### config.mk
export PLATFORM = sky130hd
export DESIGN_NAME = pbit_sampler
export DESIGN_NICKNAME = d
export VERILOG_FILES = /design/src/rtl/pbit_sampler.sv
export SDC_FILE = /design/constraint.sdc
export NUM_CORES = 1
export LEC_CHECK = 0
export ABC_CLOCK_PERIOD_IN_PS = 14600
export CAP_MARGIN = 20
export CELL_PAD_IN_SITES_DETAIL_PLACEMENT = 2
export CELL_PAD_IN_SITES_GLOBAL_PLACEMENT = 2
export CORE_MARGIN = 2
export CORE_UTILIZATION = 39
export CTS_CLUSTER_DIAMETER = 40
export DETAILED_ROUTE_END_ITERATION = 6
export HOLD_SLACK_MARGIN = 0.15
export PLACE_DENSITY = 0.84
export RECOVER_POWER = 25
export SETUP_SLACK_MARGIN = 0.05
export SYNTH_ARGS = -nofsm -noshare
export SYNTH_HDL_FRONTEND = slang
export SYNTH_SLANG_ARGS = --single-unit
### constraint.sdc
create_clock -name clk -period 14.6 [get_ports clk]
set_clock_uncertainty 0.1 [all_clocks]
set_input_delay 4.38 -clock clk [delete_from_list [all_inputs] [get_ports clk]]
set_output_delay 4.38 -clock clk [all_outputs]
set_load 0.005 [all_outputs]
### src/rtl/pbit_sampler.sv
// Probabilistic-bit update stage: spin = sign(beta*field + random), 3-stage valid/ready pipe,
// plus a windowed ones-counter that reports a running magnetisation estimate.
module pbit_sampler #(
  parameter int unsigned WINDOW = 256,
  parameter int unsigned CNT_W  = 9
) (
  input  logic             clk,
  input  logic             reset,
  input  logic [15:0]      field_in,
  input  logic [7:0]       beta_in,
  input  logic [31:0]      rnd_in,
  input  logic             in_valid,
  output logic             in_ready,
  output logic             spin_out,
  output logic             out_valid,
  input  logic             out_ready,
  input  logic             clear,
  output logic [CNT_W-1:0] avg_count,
  output logic             avg_valid
);

  localparam int unsigned PROD_W = 25;
  localparam int unsigned X_W    = 16;
  localparam int unsigned SUM_W  = X_W + 1;

  logic                     adv;
  logic                     xfer;
  logic                     s1_v;
  logic                     s2_v;
  logic signed [PROD_W-1:0] s1_prod;
  logic signed [X_W-1:0]    s1_r;
  logic signed [X_W-1:0]    s2_x;
  logic signed [X_W-1:0]    s2_r;
  logic signed [PROD_W-1:0] prod_c;
  logic signed [PROD_W-1:0] shr_c;
  logic signed [X_W-1:0]    x_c;
  logic signed [SUM_W-1:0]  sum_c;
  logic                     spin_c;
  logic [CNT_W-1:0]         tcnt;
  logic [CNT_W-1:0]         ones;
  logic                     rnd_lo_unused;

  // Only the upper half of the LFSR word is consumed.
  assign rnd_lo_unused = ^rnd_in[15:0];

  assign adv      = ~out_valid | out_ready;
  assign in_ready = adv;
  assign xfer     = out_valid & out_ready;

  // Q4.12 * Q4.4 -> Q8.16; beta is zero-extended so it stays non-negative.
  assign prod_c = PROD_W'($signed(field_in)) * PROD_W'($signed({1'b0, beta_in}));

  // Rescale to Q.15 and clamp into the 16-bit signed range.
  always_comb begin
    shr_c = s1_prod >>> 1;
    x_c   = shr_c[X_W-1:0];
    if (!shr_c[PROD_W-1] && (|shr_c[PROD_W-2:X_W-1])) begin
      x_c = 16'sh7FFF;
    end else if (shr_c[PROD_W-1] && !(&shr_c[PROD_W-2:X_W-1])) begin
      x_c = 16'sh8000;
    end
  end

  assign sum_c  = SUM_W'(s2_x) + SUM_W'(s2_r);
  assign spin_c = (sum_c >= SUM_W'(0));

  // All three stages advance together; a stalled output freezes the whole pipe.
  always_ff @(posedge clk) begin
    if (reset) begin
      s1_v      <= 1'b0;
      s2_v      <= 1'b0;
      out_valid <= 1'b0;
      spin_out  <= 1'b0;
      s1_prod   <= '0;
      s1_r      <= '0;
      s2_x      <= '0;
      s2_r      <= '0;
    end else if (adv) begin
      s1_v      <= in_valid;
      s1_prod   <= prod_c;
      s1_r      <= rnd_in[31:16];
      s2_v      <= s1_v;
      s2_x      <= x_c;
      s2_r      <= s1_r;
      out_valid <= s2_v;
      spin_out  <= spin_c;
    end
  end

  // Window accumulator; clear wins over a concurrent transfer and leaves avg_count alone.
  always_ff @(posedge clk) begin
    if (reset) begin
      tcnt      <= '0;
      ones      <= '0;
      avg_count <= '0;
      avg_valid <= 1'b0;
    end else begin
      avg_valid <= 1'b0;
      if (clear) begin
        tcnt <= '0;
        ones <= '0;
      end else if (xfer) begin
        if (tcnt == CNT_W'(WINDOW - 1)) begin
          avg_count <= ones + CNT_W'(spin_out);
          avg_valid <= 1'b1;
          tcnt      <= '0;
          ones      <= '0;
        end else begin
          tcnt <= tcnt + CNT_W'(1);
          ones <= ones + CNT_W'(spin_out);
        end
      end
    end
  end

endmodule
==> results.yml, run 1 <==
outcome:
  status: "complete, but fails checks"
  violations: "capacitance limit, slew limit"
placement:
  io_buffer_count: 57
  gp_congestion: 0.763
  dp.final_hpwl_um: 20300
  dp_slack_ns: 4.52
  dpl-instance-area_um2: 9840
  dpl.cell_count: 1384
worst_setup_path:
  cp-startpoint: "out_ready"
  cp-start-kind: "primary input"
  end_kind: "output pin"
  worstPathMaxFanout: 3
  critPathSlowestCell: "dlygate4sd3_1"
  r2r.worst_path.cells: 6
  rr_endpoint: "s1_prod[19]"
  required_ns: 10.12
  path_class: "primary input to output pin"
  worstReg2RegStart: "out_valid"
  arrival_ns: 5.70
  crit_chain: "dlygate4sd3_1, nor2b_1, clkinv_1, clkdlybuf4s50_1"
  reg2reg_slack_ns: 10.30
  slowest_delay_ns: 0.58
final_layout:
  nets: 1343
  post-route-util_pct: 44.7
  area_delta_synth_final_pct: 12.2
  antenna_cells: 0
  fin_area_um2: 10100
  nFillCells: 2567
  drive_above_1_share_pct: 3.76
  layout.cells.non_filler: 1402
detailed_routing:
  routedWlPerCell_um: 18.6
  first_pass_iters: 4
  drt-initial-drc-count: 291
  vias_per_cell: 5.38
  dr_total_vias: 7543
  finalWirelength_um: 26100
  drc: 0
  ant_nets: 0
clocking:
  path_clk_slew_ns: 0.07
  clockRootBuffer: "clkbuf_16"
  numCtsBuffers: 9
  ctsResizeCount: 0
  tritoncts: "built"
  post_cts_buffers: 0
  cts_hold_buf: 0
  htreeDepth: 3
  clk_latency_ns: 0.35
  clock-sinks: 104
  cts_buffer_depth: 2
synth:
  synth.area.top_cells: "dfxtp_1 23%, fa_1 23%, ha_1 9.4%"
  syn_nets: 1308
  netlist_area_um2: 9040
  synthArstFlopShare_pct: 0
  yosysWarnings: 0
  synth_cell_types: 68
  synth_largest_area_cell: "dfxtp_1"
  synth_edf_count: 0
  synth_most_common_cell: "nand2_1"
  avgSynthCellArea_um2: 8.40
  synthCells: 1077
  ys_ff_latch: 104
  synthFlopType: "dfxtp_1"
  synth_common_cells: "183 x nand2_1, 162 x inv_1, 104 x dfxtp_1"
  netlist.area_leader.share_pct: 23.0
  yosysSeqAreaShare_pct: 23.0
floorplan:
  dieArea_um2: 24400
  die_w_um: 156
  die_y_um: 156
  ios: 74
  core_um2: 22700
  start_util_pct: 39.8
  num_rows: 55
power_and_ir_drop:
  total_power_mw: 1.62
  seqPwrFrac_pct: 22.8
  p_leak_nw: 4.69
  p_switching_mw: 0.740
  irDropWorstVdd_uv: 125
  clkPwrFrac_pct: 15.5
  switching_share_pct: 45.8
  intPower_mw: 0.876
  cellPowerDensity_nw_per_um2: 159
  power_frac_comb_pct: 61.7
sta:
  period_share_pct: 69.8
  slew_headroom_pct: -110
  tightest_slew_ns: 3.15
  slew_viol_final: 123
  finalHoldViolCount: 0
  fin_hold_ws_ns: 0.343
  max_freq_mhz: 98.2
  min_period_ns: 10.18
  tns_ns: 0
  rsz0062_at_grt: "false"
  setup_viol: 0
  postLayoutSetupSlackWorst_ns: 4.42
grt:
  grt_pass1_wl_um: 44000
  grt_remaining_overflow: 0
  grt_max_degree: 74
  grt_use_total_pct: 22.6
  antenna_found_initial: 0
  grt_pass1_vias: 8622
job:
  cap_violations: 2
min_path:
  whs_endpoint: "tcnt[8]"
  holdPathStages: 2
  holdCritPathClass: "flip-flop to flip-flop"
  hold_path.startpoint: "tcnt[8]"
worst max-delay path: cells and delay by family:
| kind | cells | cell delay, ns |
|---|---|---|
| AND/OR/NAND/NOR | 1 | 0.17 |
| buffers and inverters | 3 | 1.16 |
how the worst max path moves through the flow:
stage | endpoint | cells past startpoint
after detailed placement | s1_prod[23] | 17
after CTS | in_ready | 4
after global placement | in_ready | 4
after global routing | in_ready | 4
after floorplan | in_ready | 4
final | in_ready | 4
flip-flops by register name (all words and copies together) (netlist names):
signal / cells
tcnt: 9
s2_v: 1
avg_count: 9
out_valid: 1
s2_r: 16
s1_v: 1
s1_prod: 24
s1_r: 16
ones: 9
spin_out: 1
avg_valid: 1
s2_x: 16
layout by cell type (no fill, tap or decap), drive strengths merged, types with 7 or more instances in the layout:
master and n:
dlygate4sd3 13, a211oi 14, o21ai 36, clkdlybuf4s50 43, inv 161, dfxtp 104
clkbuf 14, a21o 10, nand2 185, nor2 49, ha 68, fa 102
xor2 11, and3 7, xnor2 13, and2 83, nand3 14, a21oi 89
o211ai 7, nand4 14
routing by layer:
layer | global-route usage [%] | up-vias | share of wire, %
li1 | - | 3543 | -
met1 | 27.7 | 3874 | 43
met2 | 42.4 | 91 | 53
met3 | 2.46 | 35 | 1.7
met4 | 5.29 | 0 | 2.0
met5 | 0 | - | 0
kinds of logic (layout without fill, tap and decap cells):
| logic type | count (synthesis) | in the layout | share of synthesized area, % |
|---|---|---|---|
| xor gates and xnor gates | 24 | 24 | 2.32 |
| DFF | 104 | 104 | 23.0 |
| buffers and inverters | 201 | 241 | 8.52 |
| AOI/OAI and AO/OA | 195 | 195 | 13.6 |
| adders and majority gates | 170 | 170 | 32.0 |
| muxes | 2 | 2 | 0.221 |
| and+or+nand+nor | 381 | 381 | 20.3 |
cell type report:
class / count / area [um2] / share of cell area (%)
Clock inverter: 5 / 55.1 / 0.543
Tap cell: 285 / 357 / 3.51
Clock buffer: 11 / 253 / 2.49
Inverter: 162 / 608 / 5.99
Multi-Input combinational cell: 772 / 6190 / 61.0
Timing Repair Buffer: 63 / 599 / 5.91
Sequential cell: 104 / 2080 / 20.5
power groups by stage:
stage	registers [mW]	clock network [mW]	logic (mW)
4_1_cts	0.368	0.256	1.01
2_1_floorplan	0.358	0	0.742
3_5_place_dp	0.373	0	0.997
6_report	0.368	0.251	0.997
3_3_place_gp	0.372	0	0.927
5_1_grt	0.373	0.268	1.14
Power figures use the tool's default switching activity.
==> run 2, diff against run 1 <==
ABC_CLOCK_PERIOD_IN_PS = 9600   (was 14600)
CORE_UTILIZATION = 36   (was 39)
PLACE_DENSITY = 0.79   (was 0.84)
clock period = 9.6 ns   (was 14.6 ns; I/O delays follow)
==> results.yml, run 2 (same netlist as run 1, synthesis figures left out) <==
outcome:
  status: "complete, but fails checks"
  violations: "capacitance limit, slew limit"
worst_setup_path:
  crit_buf_inv: 6
  cp-endpoint: "s1_prod[23]"
  arrival_ns: 8.44
  required_ns: 9.74
  cp-start-kind: "primary input"
  worstPathMaxFanout: 16
  crit_family: "adder cells"
  r2r.worst_path.cells: 5
  path_class: "primary input to flip-flop"
  worstReg2RegStart: "out_valid"
  cp-startpoint: "beta_in[1]"
  crit_path_frequent_cell: "inv_1"
  critPathSlowestCell: "clkdlybuf4s50_1"
  rr_endpoint: "s1_prod[18]"
  worst-path-stages: 17
  reg2reg_slack_ns: 5.77
  slowest_delay_ns: 0.80
  crit_chain: "clkdlybuf4s50_1, and2_1, fa_1, inv_1, fa_1, inv_1, fa_1, inv_1, fa_1, inv_1, ha_1, inv_1, nor4_1, o211ai_1, nand3_1, o21ai_0, o311ai_0"
  end_kind: "flip-flop"
placement:
  gp_congestion: 0.753
  io_buffer_count: 57
  dpl.cell_count: 1431
  dp.final_hpwl_um: 19100
power_and_ir_drop:
  p_leak_nw: 4.68
  cellPowerDensity_nw_per_um2: 235
  clkPwrFrac_pct: 15.0
  power_frac_comb_pct: 61.9
  seqPwrFrac_pct: 23.1
  p_switching_mw: 1.08
  intPower_mw: 1.32
  irDropWorstVdd_uv: 160
  switching_share_pct: 45.1
clocking:
  ctsResizeCount: 0
  numCtsBuffers: 9
  htreeDepth: 3
  clockRootBuffer: "clkbuf_16"
  path_clk_slew_ns: 0.07
  clock-sinks: 104
  tritoncts: "built"
  post_cts_buffers: 0
  clk_latency_ns: 0.34
  cts_hold_buf: 0
  cts_buffer_depth: 2
final_layout:
  nets: 1345
  area_delta_synth_final_pct: 12.7
  mostFrequentLayoutCells: "183 x nand2_1, 161 x inv_1, 104 x dfxtp_1, 102 x fa_1, 89 x a21oi_1"
  post-route-util_pct: 40.9
  drive_above_1_share_pct: 3.75
  max_flop_register: "s1_prod"
  antenna_cells: 0
  layout.cells.non_filler: 1449
  largest_reg_flops: 24
  final_common_cell: "nand2_1"
floorplan:
  dieArea_um2: 26400
  start_util_pct: 36.3
  die_w_um: 163
  die_y_um: 163
  num_rows: 58
  core_um2: 24900
  ios: 74
detailed_routing:
  first_pass_iters: 4
  vias_per_cell: 5.10
  finalWirelength_um: 24400
  drt-initial-drc-count: 319
  routedWlPerCell_um: 16.8
  ant_nets: 0
  dr_total_vias: 7390
  drc: 0
grt:
  antenna_found_initial: 0
  grt_use_total_pct: 19.8
  grt_remaining_overflow: 0
  grt_pass1_wl_um: 42100
  grt_pass1_vias: 8469
  grt_max_degree: 74
sta:
  slew_viol_final: 58
  min_period_ns: 8.30
  fin_hold_ws_ns: 0.352
  setup_viol: 0
  finalHoldViolCount: 0
  max_freq_mhz: 120
  period_share_pct: 86.5
  rsz0062_at_grt: "false"
  tns_ns: 0
  slew_headroom_pct: -72.0
  tightest_slew_ns: 2.58
min_path:
  holdCritPathClass: "flip-flop to flip-flop"
job:
  cap_violations: 1
[run 2: cell count changes in the layout (fill, tap and decap cells not counted), sizes merged]
cell      previous run  this run
buf                  4         7
clkinv               3         1
clkbuf              14        15
clkinvlp             2         1
inv                161       162
[run 2: final cells by class]
cell class | instances | area, um2
Clock buffer | 13 | 240
Clock inverter | 3 | 42.5
Fill cell | 2823 | 14700
Inverter | 162 | 608
Multi-Input combinational cell | 772 | 6190
Sequential cell | 104 | 2080
Tap cell | 330 | 413
Timing Repair Buffer | 65 | 618
[run 2: power groups by stage]
stage / registers, mW / logic [mW] / clock network [mW]
3_5_place_dp: 0.563 / 1.51 / 0
5_1_grt: 0.563 / 1.72 / 0.391
6_report: 0.554 / 1.48 / 0.359
4_1_cts: 0.554 / 1.51 / 0.372
2_1_floorplan: 0.544 / 1.13 / 0
3_3_place_gp: 0.563 / 1.44 / 0
[run 2: through the flow]
| step | setup WS (ns) | instance area, um2 | power (mW) |
|---|---|---|---|
| final | 1.30 | 10200 | 2.40 |
| after global routing | 1.04 | 10200 | 2.68 |
| after detailed placement | 1.00 | 9910 | 2.07 |
| after floorplan | 2.51 | 9040 | 1.67 |
| after global placement | 1.15 | 9910 | 2.00 |
| after CTS | 1.34 | 10200 | 2.44 |
[run 2: worst min-delay path: stages, from the launching register on]
cell	delay [ns]
dfxtp_1	0.31
nand2_1	0.06
a41oi_1	0.04
[run 2: how the worst min path moves through the flow]
stage / startpoint / endpoint / slack [ns] / depth (start not counted)
global route: s1_r[1] / s1_r[1] / 0.38 / 2
CTS: tcnt[8] / tcnt[8] / 0.35 / 2
detailed placement: tcnt[8] / tcnt[8] / 0.34 / 2
finish: tcnt[8] / tcnt[8] / 0.35 / 2
floorplan: tcnt[8] / tcnt[8] / 0.31 / 2
global placement: tcnt[8] / tcnt[8] / 0.32 / 2
[run 2: metal layers]
| metal | GRT usage, % | wire [um] | vias to the layer above |
|---|---|---|---|
| li1 | - | - | 3544 |
| met1 | 24.7 | 10700 | 3773 |
| met2 | 37.5 | 13100 | 54 |
| met3 | 2.24 | 385 | 19 |
| met4 | 3.06 | 238 | 0 |
| met5 | 0 | 0 | - |
